===== src/rtl/mem_port_arbiter.sv =====
// Arbiter that shares one synchronous RAM between a CPU port and a DMA port.
// Every beat is one ACC cycle (RAM strobe) followed by one RSP cycle (ack pulse).
module mem_port_arbiter #(
   parameter int ADDR_W    = 8,
   parameter int DATA_W    = 8,
   parameter int MAX_BURST = 4
) (
   input  logic              clk,
   input  logic              rst_n,
   // CPU port
   input  logic              cpu_req,
   input  logic              cpu_rw,
   input  logic [ADDR_W-1:0] cpu_addr,
   input  logic [DATA_W-1:0] cpu_wdata,
   output logic              cpu_gnt,
   output logic              cpu_ack,
   output logic [DATA_W-1:0] cpu_rdata,
   // DMA port
   input  logic              dma_req,
   input  logic              dma_rw,
   input  logic [ADDR_W-1:0] dma_addr,
   input  logic [DATA_W-1:0] dma_wdata,
   input  logic              dma_last,
   output logic              dma_gnt,
   output logic              dma_ack,
   output logic [DATA_W-1:0] dma_rdata,
   // RAM side
   output logic              mem_en,
   output logic              mem_rw,
   output logic [ADDR_W-1:0] mem_addr,
   output logic [DATA_W-1:0] mem_wdata,
   input  logic [DATA_W-1:0] mem_rdata,
   // status
   output logic              busy
);

   typedef enum logic [1:0] {
      ST_IDLE = 2'd0,
      ST_ACC  = 2'd1,
      ST_RSP  = 2'd2
   } state_t;

   localparam logic [3:0] BURST_LIMIT = 4'(MAX_BURST);
   localparam logic [3:0] CNT_MAX     = 4'd15;
   localparam logic       OWNER_CPU   = 1'b0;
   localparam logic       OWNER_DMA   = 1'b1;

   state_t            state_q, state_d;
   logic              owner_q, owner_d;
   logic [3:0]        beat_cnt_q, beat_cnt_d;
   logic              rw_q, rw_d;
   logic [ADDR_W-1:0] addr_q, addr_d;
   logic [DATA_W-1:0] wdata_q, wdata_d;
   logic              last_q, last_d;

   logic              arb_window;
   logic              any_req;
   logic              start_beat;
   logic              burst_hold;
   logic              pick_dma;
   logic [3:0]        cnt_base;
   logic              in_acc;
   logic              in_rsp;

   // State and latched request fields
   always_ff @(posedge clk) begin
      if (!rst_n) begin
         state_q    <= ST_IDLE;
         owner_q    <= OWNER_DMA;
         beat_cnt_q <= 4'd0;
         rw_q       <= 1'b0;
         addr_q     <= '0;
         wdata_q    <= '0;
         last_q     <= 1'b0;
      end else begin
         state_q    <= state_d;
         owner_q    <= owner_d;
         beat_cnt_q <= beat_cnt_d;
         rw_q       <= rw_d;
         addr_q     <= addr_d;
         wdata_q    <= wdata_d;
         last_q     <= last_d;
      end
   end

   // A non-zero beat count is what distinguishes a live burst from the reset default owner.
   always_comb begin
      arb_window = (state_q == ST_IDLE) || (state_q == ST_RSP);
      any_req    = cpu_req | dma_req;
      start_beat = arb_window && any_req;
      burst_hold = (owner_q == OWNER_DMA) && !last_q &&
                   (beat_cnt_q != 4'd0) && (beat_cnt_q < BURST_LIMIT);
      pick_dma   = 1'b0;
      if (dma_req && !cpu_req) begin
         pick_dma = 1'b1;
      end else if (dma_req && cpu_req) begin
         pick_dma = burst_hold || (owner_q == OWNER_CPU);
      end
   end

   // Next-state and next-field logic
   always_comb begin
      state_d    = state_q;
      owner_d    = owner_q;
      rw_d       = rw_q;
      addr_d     = addr_q;
      wdata_d    = wdata_q;
      last_d     = last_q;

      case (state_q)
         ST_IDLE: state_d = any_req ? ST_ACC : ST_IDLE;
         ST_ACC:  state_d = ST_RSP;
         ST_RSP:  state_d = any_req ? ST_ACC : ST_IDLE;
         default: state_d = ST_IDLE;
      endcase

      // A DMA beat finishing with dma_last ends the burst before the next grant is counted.
      cnt_base   = ((state_q == ST_RSP) && (owner_q == OWNER_DMA) && last_q) ? 4'd0 : beat_cnt_q;
      beat_cnt_d = cnt_base;

      if (start_beat) begin
         owner_d = pick_dma;
         if (pick_dma) begin
            rw_d       = dma_rw;
            addr_d     = dma_addr;
            wdata_d    = dma_wdata;
            last_d     = dma_last;
            beat_cnt_d = (cnt_base == CNT_MAX) ? CNT_MAX : cnt_base + 4'd1;
         end else begin
            rw_d       = cpu_rw;
            addr_d     = cpu_addr;
            wdata_d    = cpu_wdata;
            last_d     = 1'b0;
            beat_cnt_d = 4'd0;
         end
      end
   end

   // Outputs decode only state and latched fields; rdata is a gated RAM passthrough.
   always_comb begin
      in_acc    = (state_q == ST_ACC);
      in_rsp    = (state_q == ST_RSP);

      cpu_gnt   = in_acc && (owner_q == OWNER_CPU);
      dma_gnt   = in_acc && (owner_q == OWNER_DMA);
      cpu_ack   = in_rsp && (owner_q == OWNER_CPU);
      dma_ack   = in_rsp && (owner_q == OWNER_DMA);

      cpu_rdata = (cpu_ack && !rw_q) ? mem_rdata : '0;
      dma_rdata = (dma_ack && !rw_q) ? mem_rdata : '0;

      mem_en    = in_acc;
      mem_rw    = in_acc && rw_q;
      mem_addr  = in_acc ? addr_q  : '0;
      mem_wdata = in_acc ? wdata_q : '0;

      busy      = (state_q != ST_IDLE);
   end

endmodule


===== config.mk =====
export PLATFORM = sky130hd
export DESIGN_NAME = mem_port_arbiter
export DESIGN_NICKNAME = d
export VERILOG_FILES = /design/src/rtl/mem_port_arbiter.sv
export SDC_FILE = /design/constraint.sdc
export NUM_CORES = 1
export LEC_CHECK = 0
export CAP_MARGIN = 25
export CORE_AREA = 2 2 63 65
export DETAILED_ROUTE_END_ITERATION = 16
export DIE_AREA = 0 0 65 67
export GPL_TIMING_DRIVEN = 0
export PLACE_DENSITY = 0.83
export REMOVE_ABC_BUFFERS = 1
export SLEW_MARGIN = 40
export SYNTH_ARGS = -nofsm -noshare
export SYNTH_HDL_FRONTEND = slang
export SYNTH_SLANG_ARGS = --single-unit

===== constraint.sdc =====
create_clock -name clk -period 4.4 [get_ports clk]
set_input_delay 1.32 -clock clk [delete_from_list [all_inputs] [get_ports clk]]
set_output_delay 1.32 -clock clk [all_outputs]
set_load 0.005 [all_outputs]

==> results.json <==
{
  "dp_hpwl_um": 2820,
  "numPortBuffers": 85,
  "cts_resized": 0,
  "cts_buffer_depth": 2,
  "synth_top_cell_area_share": 0.358,
  "htree_num_levels": 1,
  "fp.dieH_um": 67,
  "place_inst": 307,
  "slew_violations": 0,
  "final.fill_count": 329,
  "rows": 22,
  "synth_area_leaders": "dfxtp_1 36%, and2_1 18%, a21oi_1 13%, o21ai_0 6.1%, nand2_1 5.1%",
  "routed_wl_um": 4050,
  "worstMarginPinSlew_ns": 0.762,
  "fin_nets": 312,
  "multi_input_area_um2": 853,
  "gp_congestion": 0.845,
  "min_path_cells": 2,
  "die_area_um2": 4360,
  "hold_violations": 0,
  "cts_buffers": 3,
  "grt_pass1_wl_um": 6850,
  "antennaDiodeCount": 0,
  "start_util": 0.388,
  "drt_first_pass_iters": 4,
  "final.setup_skew_ns": 0.00355,
  "antenna_found_initial": 0,
  "yosysWarnings": 0,
  "vias": 1595,
  "drtIter0Drc": 62,
  "layout-drive-gt1-share": 0.0380,
  "grt_pass1_vias": 1481,
  "cts_tree": "done",
  "cts.reportedPaths.clkPinSlew_ns": 0.09,
  "ir_drop_mv": 0.151,
  "routedWlPerCell_um": 13.0,
  "cp_data_arrival_time_ns": 2.43,
  "synth_area_um2": 1400,
  "post-route-period-util": 0.852,
  "yosysSeqAreaShare": 0.358,
  "finalNonFillerCells": 311,
  "critPathCaptureType": "output pin",
  "finalSetupViolCount": 0,
  "syn_to_final_growth_pct": 65.9,
  "power.density_nw_per_um2": 239,
  "grt_max_degree": 27,
  "ant_nets": 0,
  "route.detailed.drc": 0,
  "final_cell_mix": "85 x clkdlybuf4s50_1, 40 x and2_1, 37 x a21oi_1",
  "fin_crit_ns": 3.75,
  "fp.dieW_um": 65,
  "crit_type": "in2out",
  "cts_sinks": 25,
  "syn_inst": 187,
  "maxCapViolCount": 0,
  "crit_required_ns": 3.08,
  "cts_post_setup_buffers_inserted": 0,
  "synth_cell_types": 32,
  "critPathMaxFanout": 2,
  "holdBufCountCts": 0,
  "reg2regPathDepth": 6,
  "max_freq_mhz": 267,
  "grt.total_usage": 0.198,
  "yosysTopAreaCell": "dfxtp_1",
  "clk_latency_ns": 0.27,
  "avgSynthCellArea_um2": 7.48,
  "grt-ovfl-total": 0,
  "final_common_cell": "clkdlybuf4s50_1",
  "max-slew-margin-rel": 0.491,
  "ys_ff_latch": 25,
  "start_kind": "input pin",
  "p_leak_uw": 0.000883,
  "hp-class": "reg2reg",
  "core_um2": 3610,
  "status": "complete, no violations",
  "boundaryPins": 86,
  "regArea_um2": 500,
  "rsz0062_at_grt": "no",
  "tns_ns": 0,
  "cts-root-buf": "clkbuf_8",
  "vias_per_cell": 5.13
}
[final timing paths]
check	slack, ns	from	endpoint
worst min register to register	0.50	last_q	last_q
worst min-delay path	0.50	last_q	last_q
worst max-delay path	0.65	mem_rdata[7]	cpu_rdata[7]
worst max register to register	2.44	state_q[0]	beat_cnt_q[2]
[area by class of cell]
cell class                      count  share of cell area
Inverter                            2             0.00323
Sequential cell                    25               0.216
Timing Repair Buffer               85               0.367
Tap cell                           48              0.0259
Clock buffer                        3              0.0178
Multi-Input combinational cell    147               0.368
Clock inverter                      1             0.00323
[worst max-delay path, stage by stage]
cell and delay (ns):
clkdlybuf4s50_1 0.47, and2_1 0.13, clkdlybuf4s50_1 0.50
[Yosys cell counts]
| cell type | instances |
|---|---|
| o21a_1 | 1 |
| a21boi_1 | 1 |
| nor2b_1 | 1 |
| nand4bb_1 | 1 |
| a41oi_1 | 1 |
| nand3_2 | 1 |
| buf_4 | 1 |
| o21ai_0 | 17 |
| ha_1 | 1 |
| dfxtp_1 | 25 |
| nand2_1 | 19 |
| inv_1 | 2 |
| a21oi_1 | 37 |
| o21bai_1 | 1 |
| or2_2 | 1 |
| and2_1 | 40 |
| o31ai_1 | 3 |
| nand2b_1 | 1 |
| and4_1 | 1 |
| or4_1 | 1 |
| a211oi_1 | 1 |
| clkbuf_1 | 11 |
| o311ai_2 | 1 |
| nor3_1 | 2 |
| nand3b_1 | 1 |
| and3_1 | 3 |
| o221ai_1 | 1 |
| buf_2 | 1 |
| nand4b_1 | 1 |
| and4b_1 | 1 |
| nand3_1 | 4 |
| nor2_1 | 4 |
[sequential cells by signal, indices dropped and copies added (netlist names)]
| register | flops |
|---|---|
| beat_cnt_q | 4 |
| rw_q | 1 |
| state_q | 2 |
| owner_q | 1 |
| last_q | 1 |
| addr_q | 8 |
| wdata_q | 8 |
[metal layers]
layer	vias to the layer above	track usage	part of all wire	routed length (um)
met3	5	0.0608	0.11	430
li1	799	-	-	-
met1	711	0.238	0.41	1680
met2	80	0.336	0.47	1900
met4	0	0.0665	0.0099	40
met5	-	0	0	0
[where the power goes]
part	switching (uW)	leakage, uW	internal, uW
sequential	13.6	0.000207	246
combinational	65.4	0.000655	86.9
clock	78.2	0.0000217	64.3
[cell families after synthesis]
kind of cell	share of synthesized area
buffers and inverters	0.0438
AOI/OAI and AO/OA	0.255
adders and majority gates	0.00894
and+or+nand+nor	0.335
DFF	0.358
[through the flow]
stage	worst slack (ns)	area, um2	util	hold slack [ns]	power (uW)
finish	0.652	2320	0.644	0.498	555
detailed placement	0.651	2270	0.630	0.490	418
global placement	0.678	2260	0.626	0.481	414
floorplan	1.64	1350	-	0.456	326
global route	0.533	2320	0.644	0.527	591
CTS	0.653	2320	0.644	0.502	559
(Power assumes the default switching activity.)
